==> config.mk <==
export PLATFORM = sky130hd
export DESIGN_NAME = ps2_keycode_rx
export DESIGN_NICKNAME = d
export VERILOG_FILES = /design/src/rtl/ps2_keycode_rx.sv
export SDC_FILE = /design/constraint.sdc
export NUM_CORES = 1
export LEC_CHECK = 0
export CORE_AREA = 2 2 110 69
export CTS_BUF_LIST = sky130_fd_sc_hd__clkbuf_8
export DETAILED_ROUTE_END_ITERATION = 7
export DIE_AREA = 0 0 112 71
export PLACE_DENSITY = 0.62
export RECOVER_POWER = 25
export SETUP_SLACK_MARGIN = 0.15
export SLEW_MARGIN = 20
export SYNTH_ARGS = -nofsm -noshare
export SYNTH_HDL_FRONTEND = slang
export SYNTH_SLANG_ARGS = --single-unit
==> constraint.sdc <==
create_clock -name clk -period 2.7 [get_ports clk]
set_input_delay 0.27 -clock clk [delete_from_list [all_inputs] [get_ports clk]]
set_output_delay 0.27 -clock clk [all_outputs]
set_load 0.05 [all_outputs]
==> src/rtl/ps2_keycode_rx.sv <==
// PS/2 keyboard receiver: filters the raw clock, frames 11-bit bytes and
// turns make/break scan-code sequences into a held key code (0x00 = silence).
module ps2_keycode_rx #(
  parameter int FILTER_LEN     = 8,
  parameter int TIMEOUT_CYCLES = 200000
) (
  input  logic       clk,
  input  logic       reset,
  input  logic       ps2_clk,
  input  logic       ps2_data,
  output logic [7:0] codigo,
  output logic       code_valid,
  output logic       frame_err,
  output logic [7:0] rx_byte
);

  localparam int FW = $clog2(FILTER_LEN + 1);
  localparam int TW = $clog2(TIMEOUT_CYCLES + 1);

  localparam logic [1:0] ST_IDLE      = 2'd0;
  localparam logic [1:0] ST_BREAK     = 2'd1;
  localparam logic [1:0] ST_EXT       = 2'd2;
  localparam logic [1:0] ST_EXT_BREAK = 2'd3;

  logic          clk_s1_reg, clk_s2_reg, data_s1_reg, data_s2_reg;
  logic          filt_clk_reg;
  logic [FW-1:0] filt_cnt_reg;
  logic [10:0]   shift_reg;
  logic [3:0]    bit_cnt_reg;
  logic [TW-1:0] tout_cnt_reg;
  logic [1:0]    state_reg;
  logic [7:0]    codigo_reg, rx_byte_reg;
  logic          code_valid_reg, frame_err_reg;

  logic          filt_flip;
  logic          fall_evt;
  logic [7:0]    frame_byte;
  logic          frame_ok;

  // The filtered clock flips on the FILTER_LEN-th consecutive differing sample.
  assign filt_flip  = (clk_s2_reg != filt_clk_reg) && (filt_cnt_reg == FW'(FILTER_LEN - 1));
  assign fall_evt   = filt_flip && filt_clk_reg;
  assign frame_byte = shift_reg[8:1];
  assign frame_ok   = !shift_reg[0] && shift_reg[10] && (^shift_reg[9:1]);

  always_ff @(posedge clk) begin
    if (reset) begin
      clk_s1_reg   <= 1'b1;
      clk_s2_reg   <= 1'b1;
      data_s1_reg  <= 1'b1;
      data_s2_reg  <= 1'b1;
      filt_clk_reg <= 1'b1;
      filt_cnt_reg <= '0;
    end else begin
      clk_s1_reg  <= ps2_clk;
      clk_s2_reg  <= clk_s1_reg;
      data_s1_reg <= ps2_data;
      data_s2_reg <= data_s1_reg;
      if (clk_s2_reg == filt_clk_reg) begin
        filt_cnt_reg <= '0;
      end else if (filt_flip) begin
        filt_clk_reg <= clk_s2_reg;
        filt_cnt_reg <= '0;
      end else begin
        filt_cnt_reg <= filt_cnt_reg + 1'b1;
      end
    end
  end

  always_ff @(posedge clk) begin
    if (reset) begin
      shift_reg      <= '0;
      bit_cnt_reg    <= '0;
      tout_cnt_reg   <= '0;
      state_reg      <= ST_IDLE;
      codigo_reg     <= 8'h00;
      rx_byte_reg    <= 8'h00;
      code_valid_reg <= 1'b0;
      frame_err_reg  <= 1'b0;
    end else begin
      code_valid_reg <= 1'b0;
      frame_err_reg  <= 1'b0;

      if (fall_evt || bit_cnt_reg == 4'd0) begin
        tout_cnt_reg <= '0;
      end else begin
        tout_cnt_reg <= tout_cnt_reg + 1'b1;
      end

      if (bit_cnt_reg == 4'd11) begin
        bit_cnt_reg <= 4'd0;
        if (frame_ok) begin
          code_valid_reg <= 1'b1;
          rx_byte_reg    <= frame_byte;
          case (state_reg)
            ST_IDLE: begin
              if (frame_byte == 8'hF0) begin
                state_reg <= ST_BREAK;
              end else if (frame_byte == 8'hE0) begin
                state_reg <= ST_EXT;
              end else begin
                codigo_reg <= frame_byte;
              end
            end
            ST_BREAK: begin
              if (frame_byte == codigo_reg) codigo_reg <= 8'h00;
              state_reg <= ST_IDLE;
            end
            ST_EXT: begin
              state_reg <= (frame_byte == 8'hF0) ? ST_EXT_BREAK : ST_IDLE;
            end
            default: state_reg <= ST_IDLE;
          endcase
        end else begin
          frame_err_reg <= 1'b1;
        end
      end else if (fall_evt) begin
        shift_reg   <= {data_s2_reg, shift_reg[10:1]};
        bit_cnt_reg <= bit_cnt_reg + 4'd1;
      end else if (bit_cnt_reg != 4'd0 && tout_cnt_reg == TW'(TIMEOUT_CYCLES)) begin
        // Abandoned partial frame: resynchronise silently on the next start bit.
        bit_cnt_reg <= 4'd0;
      end
    end
  end

  assign codigo     = codigo_reg;
  assign code_valid = code_valid_reg;
  assign frame_err  = frame_err_reg;
  assign rx_byte    = rx_byte_reg;

endmodule

==> results of run 1 <==
-- worst paths after layout --
kind | end | slack (ns) | depth (start not counted)
setup / recovery | codigo[4]$_SDFFE_PP0P_ | 0.38 | 8
hold / removal | clk_s2_reg$_SDFF_PP1_ | 0.41 | 1
setup reg to reg | codigo[4]$_SDFFE_PP0P_ | 0.38 | 8
hold reg to reg | clk_s2_reg$_SDFF_PP1_ | 0.41 | 1
-- kinds of logic after synthesis --
group           after synthesis  share of synthesized area, %
simple gates                111                         22.14
fa+ha+maj                    10                         4.583
xor+xnor                     30                         11.55
buf+inv                      18                         2.933
mux                          21                         7.699
compound gates               19                         5.637
flops                        62                         45.46
-- final cells by class --
cell class	instances	share of cell area [%]
Clock buffer	10	4.202
Clock inverter	6	2.368
Inverter	11	1.261
Multi-Input combinational cell	191	43.01
Sequential cell	62	37.89
Tap cell	91	3.476
Timing Repair Buffer	27	7.792
-- per-layer routing --
metal	vias to the layer above	global-route usage, %
met5	-	0
li1	993	-
met2	40	19.39
met1	904	22.15
met4	0	7.317
met3	8	5.227
-- critical path: cells and delay by family, from the launching register on --
kind | cells | cell delay (ns)
flops | 1 | 0.50
simple gates | 1 | 0.11
xor+xnor | 2 | 0.58
buf+inv | 2 | 0.33
fa+ha+maj | 1 | 0.31
compound gates | 2 | 0.36
-- power breakdown --
group          internal [uW]  total [uW]  switching, uW
Combinational           8.19        21.2           13.0
Sequential               917         919           1.58
Clock                    535         897            361
Total                   1460        1840            376
-- layout by cell type, fill, tap and decap left out, types with 4 or more instances in the layout --
cell / instances
a21oi_1: 5
nor3b_1: 4
and3_1: 5
and4_1: 6
clkdlybuf4s50_1: 9
or2_2: 4
dlygate4sd3_1: 12
dfxtp_1: 62
mux2i_1: 21
inv_1: 13
nor3_1: 7
clkbuf_8: 10
ha_1: 10
nand2_1: 9
xor2_1: 17
a22o_1: 8
xnor2_1: 10
nor2_1: 43
buf_4: 6
nand3_1: 12
-- metrics by stage --
step	setup WS, ns	utilization, %	cell area [um^2]	total power [uW]	hold slack, ns
2_1_floorplan	0.5931	-	2730	951.6	0.3738
3_3_place_gp	0.4812	43.55	3060	961.6	0.3986
3_5_place_dp	0.3950	43.55	3060	961.7	0.4040
4_1_cts	0.3914	46.62	3276	1861	0.4114
5_1_grt	0.2839	46.62	3276	1898	0.4196
6_report	0.3846	46.62	3276	1837	0.4074
==> results_tabular.tex, run 1 <==
\begin{tabular}{lr}
\hline
Metric & Value \\
\hline
\multicolumn{2}{l}{\textbf{Drt}} \\
\quad Average wire per cell in the routed design & 13.51 um \\
\quad Wl on met1 & 3.082 mm \\
\quad Number of violations reported at the end of detailed-routing iteration 0 & 67 \\
\quad DRC & 0 \\
\quad Wire length after detailed routing & 5.376 mm \\
\quad Via count & between 1500 and 2000 \\
\quad Met3 routed WL & roughly 270 um \\
\quad Remaining number of nets flagged by the antenna check after routing & 0 \\
\quad Top layer in use & met4 \\
\quad Drt pass-1 iters & 4 \\
\quad Detailed route wirelength on metal2 & around 1.9 mm \\
\quad Ratio of routed vias to standard cells & between 4 and 5 \\
\multicolumn{2}{l}{\textbf{Clocking}} \\
\quad H-tree depth & 3 \\
\quad Number of setup buffers added after CTS & 0 \\
\quad CTS tree & done \\
\quad CTS sink count & between 60 and 70 \\
\quad Longest Clk Path Bufs & 2 \\
\quad CTS hold repair buffers & 0 \\
\quad Worst-path clk slew & around 0.070 ns \\
\quad Post-CTS sizing & 0 \\
\quad Clock insertion delay at the later pin of the skew report & between 0.3 and 0.4 ns \\
\quad Clock root buffer & clkbuf\_8 \\
\quad Total CTS buffers & 9 \\
\multicolumn{2}{l}{\textbf{Layout}} \\
\quad Net total in the final layout & 316 \\
\quad Layout filler cell count & between 600 and 700 \\
\quad Number of flip-flops under the largest register name & 18 \\
\quad Combined area of the multi-input logic cells & between 1000 and 1500 um\^{}2 \\
\quad Final std cells w/o fill & 398 \\
\quad Fraction of layout instances using a drive strength above 1 & 11.07\% \\
\quad Final antenna diode count & 0 \\
\quad Register cell area after layout & around 1200 um\^{}2 \\
\quad Post-synthesis to final-layout area growth & 19.98\% \\
\multicolumn{2}{l}{\textbf{Global routing}} \\
\quad Global-route wire length before repair & 9.349 mm \\
\quad Number of global-route vias before repair & 1883 \\
\quad Initial antenna violation count & 0 \\
\quad Largest net degree at the start of global routing & 33 \\
\quad GRT Resource Usage Total & $\sim$15\% \\
\quad Grt total ovfl & 0 \\
\multicolumn{2}{l}{\textbf{Yosys}} \\
\quad Cell count after synthesis & about 270 \\
\quad Number of different library cells in the post-synthesis netlist & 43 \\
\quad Yosys top cell area share & between 40 and 50\% \\
\quad Total of flip-flops plus latches after synthesis & a little over 60 \\
\quad Cells taking the most area after synthesis & dfxtp\_1 (45\%), mux2i\_1 (7.7\%), nor2\_1 (5.9\%) \\
\quad Fraction of synthesis flops using an asynchronous set or reset pin & 0\% \\
\quad Sequential share of the synthesized area & a little under half \\
\quad Synthesized netlist net count & roughly 290 \\
\quad Top FF cell, synth & dfxtp\_1 \\
\quad List of most frequent post-synthesis cells & dfxtp\_1 (62), nor2\_1 (43), mux2i\_1 (21), xor2\_1 (17), nand3\_1 (12) \\
\quad Total number of yosys warnings & 0 \\
\quad Cell area after synthesis & 2730 um\^{}2 \\
\quad Mean instance size in the synthesized netlist & about 10 um\^{}2 \\
\quad Most frequent cell after synthesis & dfxtp\_1 \\
\quad Cell accounting for the most synthesized area & dfxtp\_1 \\
\quad EDFF count, synth & 0 \\
\multicolumn{2}{l}{\textbf{Critical path}} \\
\quad Startpoint-to-endpoint class of the critical path & flip-flop to flip-flop \\
\quad Worst-path fanout max & 11 \\
\quad Crit path capture type & flip-flop \\
\quad Delay contributed by the slowest stage of the critical path & $\sim$0.50 ns \\
\quad R2r startpoint & shift\_reg[5]\$\_SDFFE\_PP0P\_ \\
\quad Crit-path cells & inv\_1 -> ha\_1 -> xnor3\_2 -> xnor2\_4 -> nor3\_2 -> buf\_4 -> o21ai\_4 -> a22o\_1 \\
\quad Type of element launching the critical path & flip-flop \\
\quad Arrival @ worst endpoint & 2.56 ns \\
\quad Critical path required time & 2.94 ns \\
\quad CP Launch Point & shift\_reg[5]\$\_SDFFE\_PP0P\_ \\
\quad Highest-delay cell along the critical path & dfxtp\_1 \\
\multicolumn{2}{l}{\textbf{Status}} \\
\quad Outcome & finished, final reports clean \\
\multicolumn{2}{l}{\textbf{Floorplan}} \\
\quad Floorplan die height & 71 um \\
\quad Initial core utilization & slightly below 40\% \\
\quad Total I/O pin count & 22 \\
\quad Total Die Area & between 7000 and 8000 um\^{}2 \\
\quad Die Span X & 112 um \\
\quad Core box area & $\sim$7000 um\^{}2 \\
\quad FP Rows & 24 \\
\multicolumn{2}{l}{\textbf{Power and ir drop}} \\
\quad Peak ir drop on the vdd network & 196.7 uV \\
\quad Power Density & about 560 nW/um\^{}2 \\
\quad Leakage Power & 0.001243 uW \\
\multicolumn{2}{l}{\textbf{Place}} \\
\quad Cells after DPL & about 380 \\
\quad Final GP Congestion & between 0.8 and 0.9 \\
\quad IO Port Bufs & 21 \\
\quad DP Wirelength & 3.721 mm \\
\multicolumn{2}{l}{\textbf{STA}} \\
\quad Final setup violation count & 0 \\
\quad Setup clock skew after layout & about 0.007 ns \\
\quad Normalized max-slew margin & slightly below 60\% \\
\quad Post-route fraction of the period consumed by the critical path & 85.76\% \\
\quad FMAX & 431.9 MHz \\
\quad RSZ-0062 raised after global routing & no \\
\quad Final-layout setup total negative slack & 0 ns \\
\quad Number of hold violations in the final report & 0 \\
\quad Worst Tran Pin Value & between 0.6 and 0.7 ns \\
\quad Number of pins exceeding their max-slew limit in the final report & 0 \\
\quad Shortest clock period the worst path allows after layout & 2.315 ns \\
\multicolumn{2}{l}{\textbf{Hold path}} \\
\quad Min-Delay Path Class & flip-flop to flip-flop \\
\quad Source of the worst hold timing path & clk\_s1\_reg\$\_SDFF\_PP1\_ \\
\multicolumn{2}{l}{\textbf{Flow run}} \\
\quad Max-capacitance violation count & 0 \\
\hline
\end{tabular}
(Power assumes the default switching activity.)
==> inputs of run 2 (changes only) <==
PLACE_DENSITY = 0.56   (was 0.62)
REMOVE_ABC_BUFFERS = 1   (was unset)
==> run 2 against run 1 <==
Die area stayed put. Fmax is 4.1% higher. Register-to-register slack improved by 0.09 ns. Utilization is 0.071 points lower. Non-clock buffer count rose by 3. Clock skew fell by 0.00088 ns. Routed wire length shrank 0.35%. Critical endpoint is now codigo[3]$_SDFFE_PP0P_.
==> results_tabular.tex, run 2 (synthesis results as in run 1) <==
\begin{tabular}{lr}
\hline
Metric & Value \\
\hline
\multicolumn{2}{l}{\textbf{Clocking}} \\
\quad Clock root buffer & clkbuf\_8 \\
\quad CTS sink count & 62 (unchanged) \\
\quad Number of setup buffers added after CTS & 0 (unchanged) \\
\quad CTS tree & done \\
\quad H-tree depth & 3 (unchanged) \\
\quad Total CTS buffers & 9 (unchanged) \\
\quad Worst-path clk slew & 0.07 ns (about the same) \\
\quad Post-CTS sizing & 0 (unchanged) \\
\quad Longest Clk Path Bufs & 2 (unchanged) \\
\quad CTS hold repair buffers & 0 (unchanged) \\
\quad Clock insertion delay at the later pin of the skew report & 0.34 ns (about the same) \\
\multicolumn{2}{l}{\textbf{Status}} \\
\quad Outcome & finished, final reports clean \\
\multicolumn{2}{l}{\textbf{Layout}} \\
\quad Register cell area after layout & 1241 um\^{}2 (unchanged) \\
\quad Post-synthesis to final-layout area growth & 19.80\% \\
\quad Final design area excluding fillers & 3271 um\^{}2 (-0.15\%) \\
\quad Fraction of layout instances using a drive strength above 1 & 11.65\% (+0.58 points) \\
\quad Commonest cells after routing, fill and taps aside & dfxtp\_1 (62), nor2\_1 (43), mux2i\_1 (21) \\
\quad Final std cells w/o fill & 400 (+0.50\%) \\
\quad Net total in the final layout & 319 (+0.95\%) \\
\quad Most common library cell in the layout ignoring fill and taps & dfxtp\_1 \\
\quad Final cell utilization of the core & 46.55\% (-0.071 points) \\
\quad Layout filler cell count & 695 (+3.1\%) \\
\quad Final antenna diode count & 0 (unchanged) \\
\quad Combined area of the multi-input logic cells & 1408 um\^{}2 (about the same) \\
\quad Number of flip-flops under the largest register name & 18 (unchanged) \\
\multicolumn{2}{l}{\textbf{Hold path}} \\
\quad Hold EP & data\_s2\_reg\$\_SDFF\_PP1\_ \\
\quad Min-Delay Path Class & flip-flop to flip-flop \\
\quad Number of cells on the worst hold path & 1 (unchanged) \\
\quad Source of the worst hold timing path & data\_s1\_reg\$\_SDFF\_PP1\_ \\
\multicolumn{2}{l}{\textbf{Drt}} \\
\quad Via count & 1958 (+0.67\%) \\
\quad Number of violations reported at the end of detailed-routing iteration 0 & 75 (+12\%) \\
\quad Ratio of routed vias to standard cells & 4.895 (+0.17\%) \\
\quad Drt pass-1 iters & 4 (unchanged) \\
\quad Met3 routed WL & 334 um (+22\%) \\
\quad DRC & 0 (unchanged) \\
\quad Top layer in use & met4 \\
\quad Wl on met1 & 3.027 mm (-1.8\%) \\
\quad Average wire per cell in the routed design & 13.39 um (-0.85\%) \\
\quad Wire length after detailed routing & 5.357 mm (-0.35\%) \\
\quad Remaining number of nets flagged by the antenna check after routing & 0 (unchanged) \\
\quad Detailed route wirelength on metal2 & 1.939 mm (about the same) \\
\multicolumn{2}{l}{\textbf{Power and ir drop}} \\
\quad Fraction of power spent switching nets & 20.84\% (+0.36 points) \\
\quad Gate power share & 1.2\% (about the same) \\
\quad Peak ir drop on the vdd network & 326.2 uV (+66\%) \\
\quad Power Density & 527.2 nW/um\^{}2 (-6.0\%) \\
\quad Sw Pwr & 359.3 uW (-4.5\%) \\
\quad Sequential Power Share & 53.3\% (+3.3 points) \\
\quad Leakage Power & 0.001237 uW (-0.50\%) \\
\quad Design internal power & 1365 uW (-6.5\%) \\
\quad Final Total Pwr & 1724 uW (-6.1\%) \\
\quad Share of total power in the clock network & 45.5\% (-3.3 points) \\
\multicolumn{2}{l}{\textbf{Place}} \\
\quad Cells after DPL & 385 (+0.79\%) \\
\quad IO Port Bufs & 21 (unchanged) \\
\quad DP Wirelength & 3.842 mm (+3.2\%) \\
\quad Final GP Congestion & 0.8054 (+0.22\%) \\
\quad Placement-stage cell area & 3083 um\^{}2 (+0.74\%) \\
\multicolumn{2}{l}{\textbf{Global routing}} \\
\quad Number of global-route vias before repair & 1825 (-3.1\%) \\
\quad Initial antenna violation count & 0 (unchanged) \\
\quad Grt total ovfl & 0 (unchanged) \\
\quad GRT Resource Usage Total & 14.46\% (-0.62 points) \\
\quad Global-route wire length before repair & 8.894 mm (-4.9\%) \\
\quad Largest net degree at the start of global routing & 33 (unchanged) \\
\multicolumn{2}{l}{\textbf{Floorplan}} \\
\quad FP Rows & 24 (unchanged) \\
\quad Die Span X & 112 um (unchanged) \\
\quad Total Die Area & 7952 um\^{}2 (unchanged) \\
\quad Core box area & 7027 um\^{}2 (unchanged) \\
\quad Floorplan die height & 71 um (unchanged) \\
\quad Initial core utilization & 38.85\% (unchanged) \\
\quad Total I/O pin count & 22 (unchanged) \\
\multicolumn{2}{l}{\textbf{Critical path}} \\
\quad FF-to-FF path depth & 8 (unchanged) \\
\quad R2r startpoint & shift\_reg[5]\$\_SDFFE\_PP0P\_ \\
\quad Crit path capture type & flip-flop \\
\quad Worst-case register-to-register setup slack & 0.48 ns (+0.09 ns) \\
\quad Crit-path cells & inv\_1 -> ha\_1 -> xnor3\_1 -> xnor2\_4 -> nor3\_2 -> buf\_4 -> o21ai\_4 -> a22o\_1 \\
\quad Arrival @ worst endpoint & 2.46 ns (-0.10 ns) \\
\quad Delay contributed by the slowest stage of the critical path & 0.46 ns (-0.04 ns) \\
\quad Type of element launching the critical path & flip-flop \\
\quad Critical path required time & 2.93 ns (about the same) \\
\quad Reg2Reg Capture Point & codigo[3]\$\_SDFFE\_PP0P\_ \\
\quad Worst-path fanout max & 8 (-3) \\
\quad Highest-delay cell along the critical path & dfxtp\_1 \\
\quad Startpoint-to-endpoint class of the critical path & flip-flop to flip-flop \\
\multicolumn{2}{l}{\textbf{STA}} \\
\quad Post-route fraction of the period consumed by the critical path & 82.41\% (-3.3 points) \\
\quad RSZ-0062 raised after global routing & no \\
\quad Setup clock skew after layout & 0.006299 ns (-0.0008777 ns) \\
\quad Final setup violation count & 0 (unchanged) \\
\quad Worst Tran Pin Value & 0.6257 ns (-0.0003452 ns) \\
\quad Final-layout setup total negative slack & 0 ns (unchanged) \\
\quad Normalized max-slew margin & 58.29\% (about the same) \\
\quad Shortest clock period the worst path allows after layout & 2.225 ns (-0.09042 ns) \\
\quad FMAX & 449.4 MHz (+4.1\%) \\
\quad Number of hold violations in the final report & 0 (unchanged) \\
\quad Number of pins exceeding their max-slew limit in the final report & 0 (unchanged) \\
\multicolumn{2}{l}{\textbf{Flow run}} \\
\quad Max-capacitance violation count & 0 (unchanged) \\
\hline
\end{tabular}
[run 2: power groups by stage]
| stage | clock, uW | combinational, uW | sequential, uW |
|---|---|---|---|
| after global placement | 0 | 21.6 | 940 |
| final | 784 | 21.2 | 919 |
| after global routing | 849 | 23.3 | 919 |
| after floorplan | 0 | 7.25 | 939 |
| after detailed placement | 0 | 21.8 | 940 |
| after CTS | 814 | 21.8 | 919 |
[run 2: stage by stage]
step           hold WS (ns)  setup WS [ns]
5_1_grt              0.4316         0.3449
6_report             0.4103         0.4750
3_5_place_dp         0.3960         0.5005
3_3_place_gp         0.3933         0.5532
2_1_floorplan        0.3424         0.1742
4_1_cts              0.4124         0.4938
[run 2: worst max-delay path by stage]
stage	to	slack (ns)	start
after floorplan	codigo[5]$_SDFFE_PP0P_	0.17	shift_reg[5]$_SDFFE_PP0P_
after global placement	codigo[6]$_SDFFE_PP0P_	0.55	shift_reg[5]$_SDFFE_PP0P_
after detailed placement	codigo[2]$_SDFFE_PP0P_	0.50	shift_reg[5]$_SDFFE_PP0P_
after CTS	codigo[6]$_SDFFE_PP0P_	0.49	shift_reg[5]$_SDFFE_PP0P_
after global routing	codigo[4]$_SDFFE_PP0P_	0.34	shift_reg[5]$_SDFFE_PP0P_
final	codigo[3]$_SDFFE_PP0P_	0.48	shift_reg[5]$_SDFFE_PP0P_
[run 2: layout make-up]
type | count | area share (%)
multi-input combinational | 191 | 43.04
sequential | 62 | 37.95
timing repair buffer | 30 | 8.493
clock buffer | 10 | 4.208
tap | 91 | 3.481
clock inverter | 5 | 1.568
inverter | 11 | 1.262
[run 2: critical path: cells and delay by family, from the launching register on]
kind | cells | cell delay [ns]
flip-flops | 1 | 0.46
buffers and inverters | 2 | 0.25
adder cells (fa/ha/maj) | 1 | 0.31
XOR/XNOR | 2 | 0.61
AND/OR/NAND/NOR | 1 | 0.15
AO/OA/AOI/OAI | 2 | 0.34
[run 2: per-layer routing]
layer | vias to the layer above | global-route usage [%]
met4 | 0 | 5.285
met2 | 41 | 17.78
met3 | 7 | 5.827
li1 | 999 | -
met5 | - | 0
met1 | 911 | 22.05
==> inputs of run 3 (changes only) <==
PLACE_DENSITY = 0.58   (was 0.56)
clock period = 1.9 ns   (was 2.7 ns; I/O delays follow)
==> run 3 against run 2 <==
The run now ends with negative setup slack left. Global-route usage up 1.2 points. Via count grew 2.3%. Sequential power increased by 41%. Fmax up 16%. Clock power rose by 70%. Die area did not move. Largest power group is now clock.
==> results_tabular.tex, run 3 (synthesis results as in run 1) <==
\begin{tabular}{lr}
\hline
Metric & Value \\
\hline
\multicolumn{2}{l}{\textbf{Layout}} \\
\quad Fraction of layout instances using a drive strength above 1 & 22.39\% (+11 points) \\
\quad Post-synthesis to final-layout area growth & 28.83\% \\
\quad Commonest cells after routing, fill and taps aside & dfxtp\_1 (57), nor2\_1 (43), mux2i\_1 (21) \\
\quad Number of flip-flops under the largest register name & 18 (unchanged) \\
\quad Combined area of the multi-input logic cells & 1469 um\^{}2 (+4.4\%) \\
\quad Net total in the final layout & 335 (+5.0\%) \\
\quad Final antenna diode count & 0 (unchanged) \\
\quad Most common library cell in the layout ignoring fill and taps & dfxtp\_1 \\
\quad Layout filler cell count & 669 (-3.7\%) \\
\quad Register cell area after layout & 1247 um\^{}2 (+0.50\%) \\
\multicolumn{2}{l}{\textbf{Power and ir drop}} \\
\quad Share of total power in the clock network & 49.9\% (+4.4 points) \\
\quad Sw Pwr & 595.1 uW (+66\%) \\
\quad Fraction of power spent switching nets & 22.29\% (+1.5 points) \\
\quad Final Total Pwr & 2670 uW (+55\%) \\
\quad Gate power share & 1.2\% (about the same) \\
\quad Sequential Power Share & 48.9\% (-4.4 points) \\
\quad Peak ir drop on the vdd network & 380.2 uV (+17\%) \\
\quad Leakage Power & 0.001387 uW (+12\%) \\
\quad Design internal power & 2075 uW (+52\%) \\
\quad Power Density & 759.2 nW/um\^{}2 (+44\%) \\
\multicolumn{2}{l}{\textbf{Critical path}} \\
\quad Delay contributed by the slowest stage of the critical path & 0.36 ns (-0.10 ns) \\
\quad Crit path capture type & flip-flop \\
\quad R2r startpoint & shift\_reg[5]\$\_SDFFE\_PP0P\_ \\
\quad Type of element launching the critical path & flip-flop \\
\quad Highest-delay cell along the critical path & xnor3\_2 \\
\quad Worst path depth & 8 (unchanged) \\
\quad Reg2Reg Capture Point & codigo[6]\$\_SDFFE\_PP0P\_ \\
\quad Count of buffer and inverter cells on the critical path & 2 (unchanged) \\
\quad Crit-path cells & inv\_2 -> ha\_4 -> xnor3\_2 -> xnor2\_4 -> nor3\_4 -> buf\_6 -> o21ai\_4 -> a22o\_1 \\
\quad Worst-path fanout max & 8 (unchanged) \\
\quad Critical path required time & 2.14 ns (-0.79 ns) \\
\quad Crit-path leading delay family & XOR/XNOR gates \\
\quad FF-to-FF path depth & 8 (unchanged) \\
\quad Startpoint-to-endpoint class of the critical path & flip-flop to flip-flop \\
\quad Worst-case register-to-register setup slack & -0.02 ns (-0.49 ns) \\
\quad Arrival @ worst endpoint & 2.16 ns (-0.30 ns) \\
\multicolumn{2}{l}{\textbf{Floorplan}} \\
\quad Core box area & 7027 um\^{}2 (unchanged) \\
\quad Floorplan die height & 71 um (unchanged) \\
\quad Total I/O pin count & 22 (unchanged) \\
\quad Die Span X & 112 um (unchanged) \\
\quad FP Rows & 24 (unchanged) \\
\quad Total Die Area & 7952 um\^{}2 (unchanged) \\
\quad Initial core utilization & 38.85\% (unchanged) \\
\multicolumn{2}{l}{\textbf{Flow run}} \\
\quad Max-capacitance violation count & 0 (unchanged) \\
\multicolumn{2}{l}{\textbf{Global routing}} \\
\quad Global-route wire length before repair & 9.535 mm (+7.2\%) \\
\quad Number of global-route vias before repair & 1924 (+5.4\%) \\
\quad Largest net degree at the start of global routing & 20 (-39\%) \\
\quad Grt total ovfl & 0 (unchanged) \\
\quad GRT Resource Usage Total & 15.69\% (+1.2 points) \\
\quad Initial antenna violation count & 0 (unchanged) \\
\multicolumn{2}{l}{\textbf{Status}} \\
\quad Outcome & finished with violations \\
\quad Violations in the final reports & negative setup slack \\
\multicolumn{2}{l}{\textbf{Hold path}} \\
\quad Source of the worst hold timing path & ps2\_data \\
\quad Hold EP & data\_s1\_reg\$\_SDFF\_PP1\_ \\
\quad Min-Delay Path Class & primary input to flip-flop \\
\quad Number of cells on the worst hold path & 2 (+1) \\
\multicolumn{2}{l}{\textbf{Clocking}} \\
\quad H-tree depth & 3 (unchanged) \\
\quad CTS hold repair buffers & 0 (unchanged) \\
\quad Worst-path clk slew & 0.08 ns (about the same) \\
\quad CTS tree & done \\
\quad Clock root buffer & clkbuf\_8 \\
\quad CTS sink count & 62 (unchanged) \\
\quad Clock insertion delay at the later pin of the skew report & 0.35 ns (about the same) \\
\quad Total CTS buffers & 9 (unchanged) \\
\quad Longest Clk Path Bufs & 2 (unchanged) \\
\multicolumn{2}{l}{\textbf{STA}} \\
\quad Number of pins exceeding their max-slew limit in the final report & 0 (unchanged) \\
\quad Worst Tran Pin Value & 0.5122 ns (-0.1134 ns) \\
\quad Final-layout setup total negative slack & -0.04197 ns (-0.04197 ns) \\
\quad FMAX & 521.5 MHz (+16\%) \\
\quad Setup clock skew after layout & 0.01093 ns (+0.004632 ns) \\
\quad RSZ-0062 raised after global routing & yes \\
\quad Final setup violation count & 4 (+4) \\
\quad Post-route fraction of the period consumed by the critical path & 100.9\% (+19 points) \\
\quad Setup ws final & -0.01765 ns (-0.4927 ns) \\
\quad Shortest clock period the worst path allows after layout & 1.918 ns (-0.3073 ns) \\
\quad Normalized max-slew margin & 65.75\% (+7.5 points) \\
\quad Number of hold violations in the final report & 0 (unchanged) \\
\multicolumn{2}{l}{\textbf{Drt}} \\
\quad Ratio of routed vias to standard cells & 4.803 (-1.9\%) \\
\quad Via count & 2003 (+2.3\%) \\
\quad Drt pass-1 iters & 4 (unchanged) \\
\quad Number of violations reported at the end of detailed-routing iteration 0 & 85 (+13\%) \\
\quad Remaining number of nets flagged by the antenna check after routing & 0 (unchanged) \\
\quad Wire length after detailed routing & 5.726 mm (+6.9\%) \\
\quad DRC & 0 (unchanged) \\
\quad Average wire per cell in the routed design & 13.73 um (+2.5\%) \\
\multicolumn{2}{l}{\textbf{Place}} \\
\quad Final GP Congestion & 0.7561 (-6.1\%) \\
\quad DP Wirelength & 3.992 mm (+3.9\%) \\
\quad IO Port Bufs & 21 (unchanged) \\
\hline
\end{tabular}
## run 3: cell types whose count changed in the layout (fill, tap and decap cells not counted), moves of 3 or more
cell,delta
buf_6,+4
dfxtp_1,-5
inv_2,+3
ha_1,-3
dlygate4sd2_1,+8
dlygate4sd3_1,-11
buf_4,+11
inv_6,+4
dfxtp_2,+5
inv_1,-4
## run 3: final cells by class
class / count / area share [%]
clock buffer: 9 / 3.522
tap: 91 / 3.237
clock inverter: 7 / 2.953
timing repair buffer: 46 / 11.88
multi-input combinational: 191 / 41.76
sequential: 62 / 35.47
inverter: 11 / 1.174
## run 3: timing repair
item | 4_1_cts | 5_1_grt
setup endpoints to repair | 30 | 52
pin swaps | 5 | 12
setup buffers | 1 | 2
resized for setup | 15 | 18
hold endpoints to repair | 0 | 0
## run 3: how the worst max path moves through the flow
stage | from | end | slack, ns
after floorplan | shift_reg[5]$_SDFFE_PP0P_ | codigo[5]$_SDFFE_PP0P_ | -0.63
after detailed placement | shift_reg[5]$_SDFFE_PP0P_ | codigo[6]$_SDFFE_PP0P_ | -0.09
after CTS | shift_reg[3]$_SDFFE_PP0P_ | codigo[6]$_SDFFE_PP0P_ | -0.02
final | shift_reg[5]$_SDFFE_PP0P_ | codigo[6]$_SDFFE_PP0P_ | -0.02
after global routing | shift_reg[5]$_SDFFE_PP0P_ | codigo[6]$_SDFFE_PP0P_ | -0.09
after global placement | shift_reg[5]$_SDFFE_PP0P_ | codigo[5]$_SDFFE_PP0P_ | -0.06
## run 3: per-stage QoR
step	hold slack, ns	util [%]	setup WS [ns]	area (um^2)	cells
floorplan	0.2624	-	-0.6258	2691	264
global placement	0.3940	45.44	-0.05688	3193	398
detailed placement	0.3948	45.44	-0.09206	3193	398
CTS	0.3625	48.97	-0.02009	3441	415
global route	0.3686	50.05	-0.08502	3517	417
finish	0.3923	50.05	-0.01765	3517	417
## run 3: power by group through the flow
stage	combinational, uW	clock [uW]	sequential, uW
after global routing	35.6	1440	1310
after floorplan	10.3	0	1330
after CTS	32.6	1380	1300
after detailed placement	32.5	0	1340
final	32.5	1330	1300
after global placement	32.5	0	1340
## run 3: worst register-to-register path, cell delays in order (launching register included)
cell,delay (ns)
dfxtp_2,0.34
inv_2,0.04
ha_4,0.25
xnor3_2,0.37
xnor2_4,0.18
nor3_4,0.16
buf_6,0.15
o21ai_4,0.08
a22o_1,0.24
## run 3: metal layers
metal	vias to the layer above	part of all wire (%)	GRT usage (%)	wire [um]
met5	-	0	0	0
met4	0	0.68	7.588	39
met3	4	5.2	5.570	296
met2	40	40	19.46	2313
met1	918	54	23.53	3077
li1	1041	-	-	-
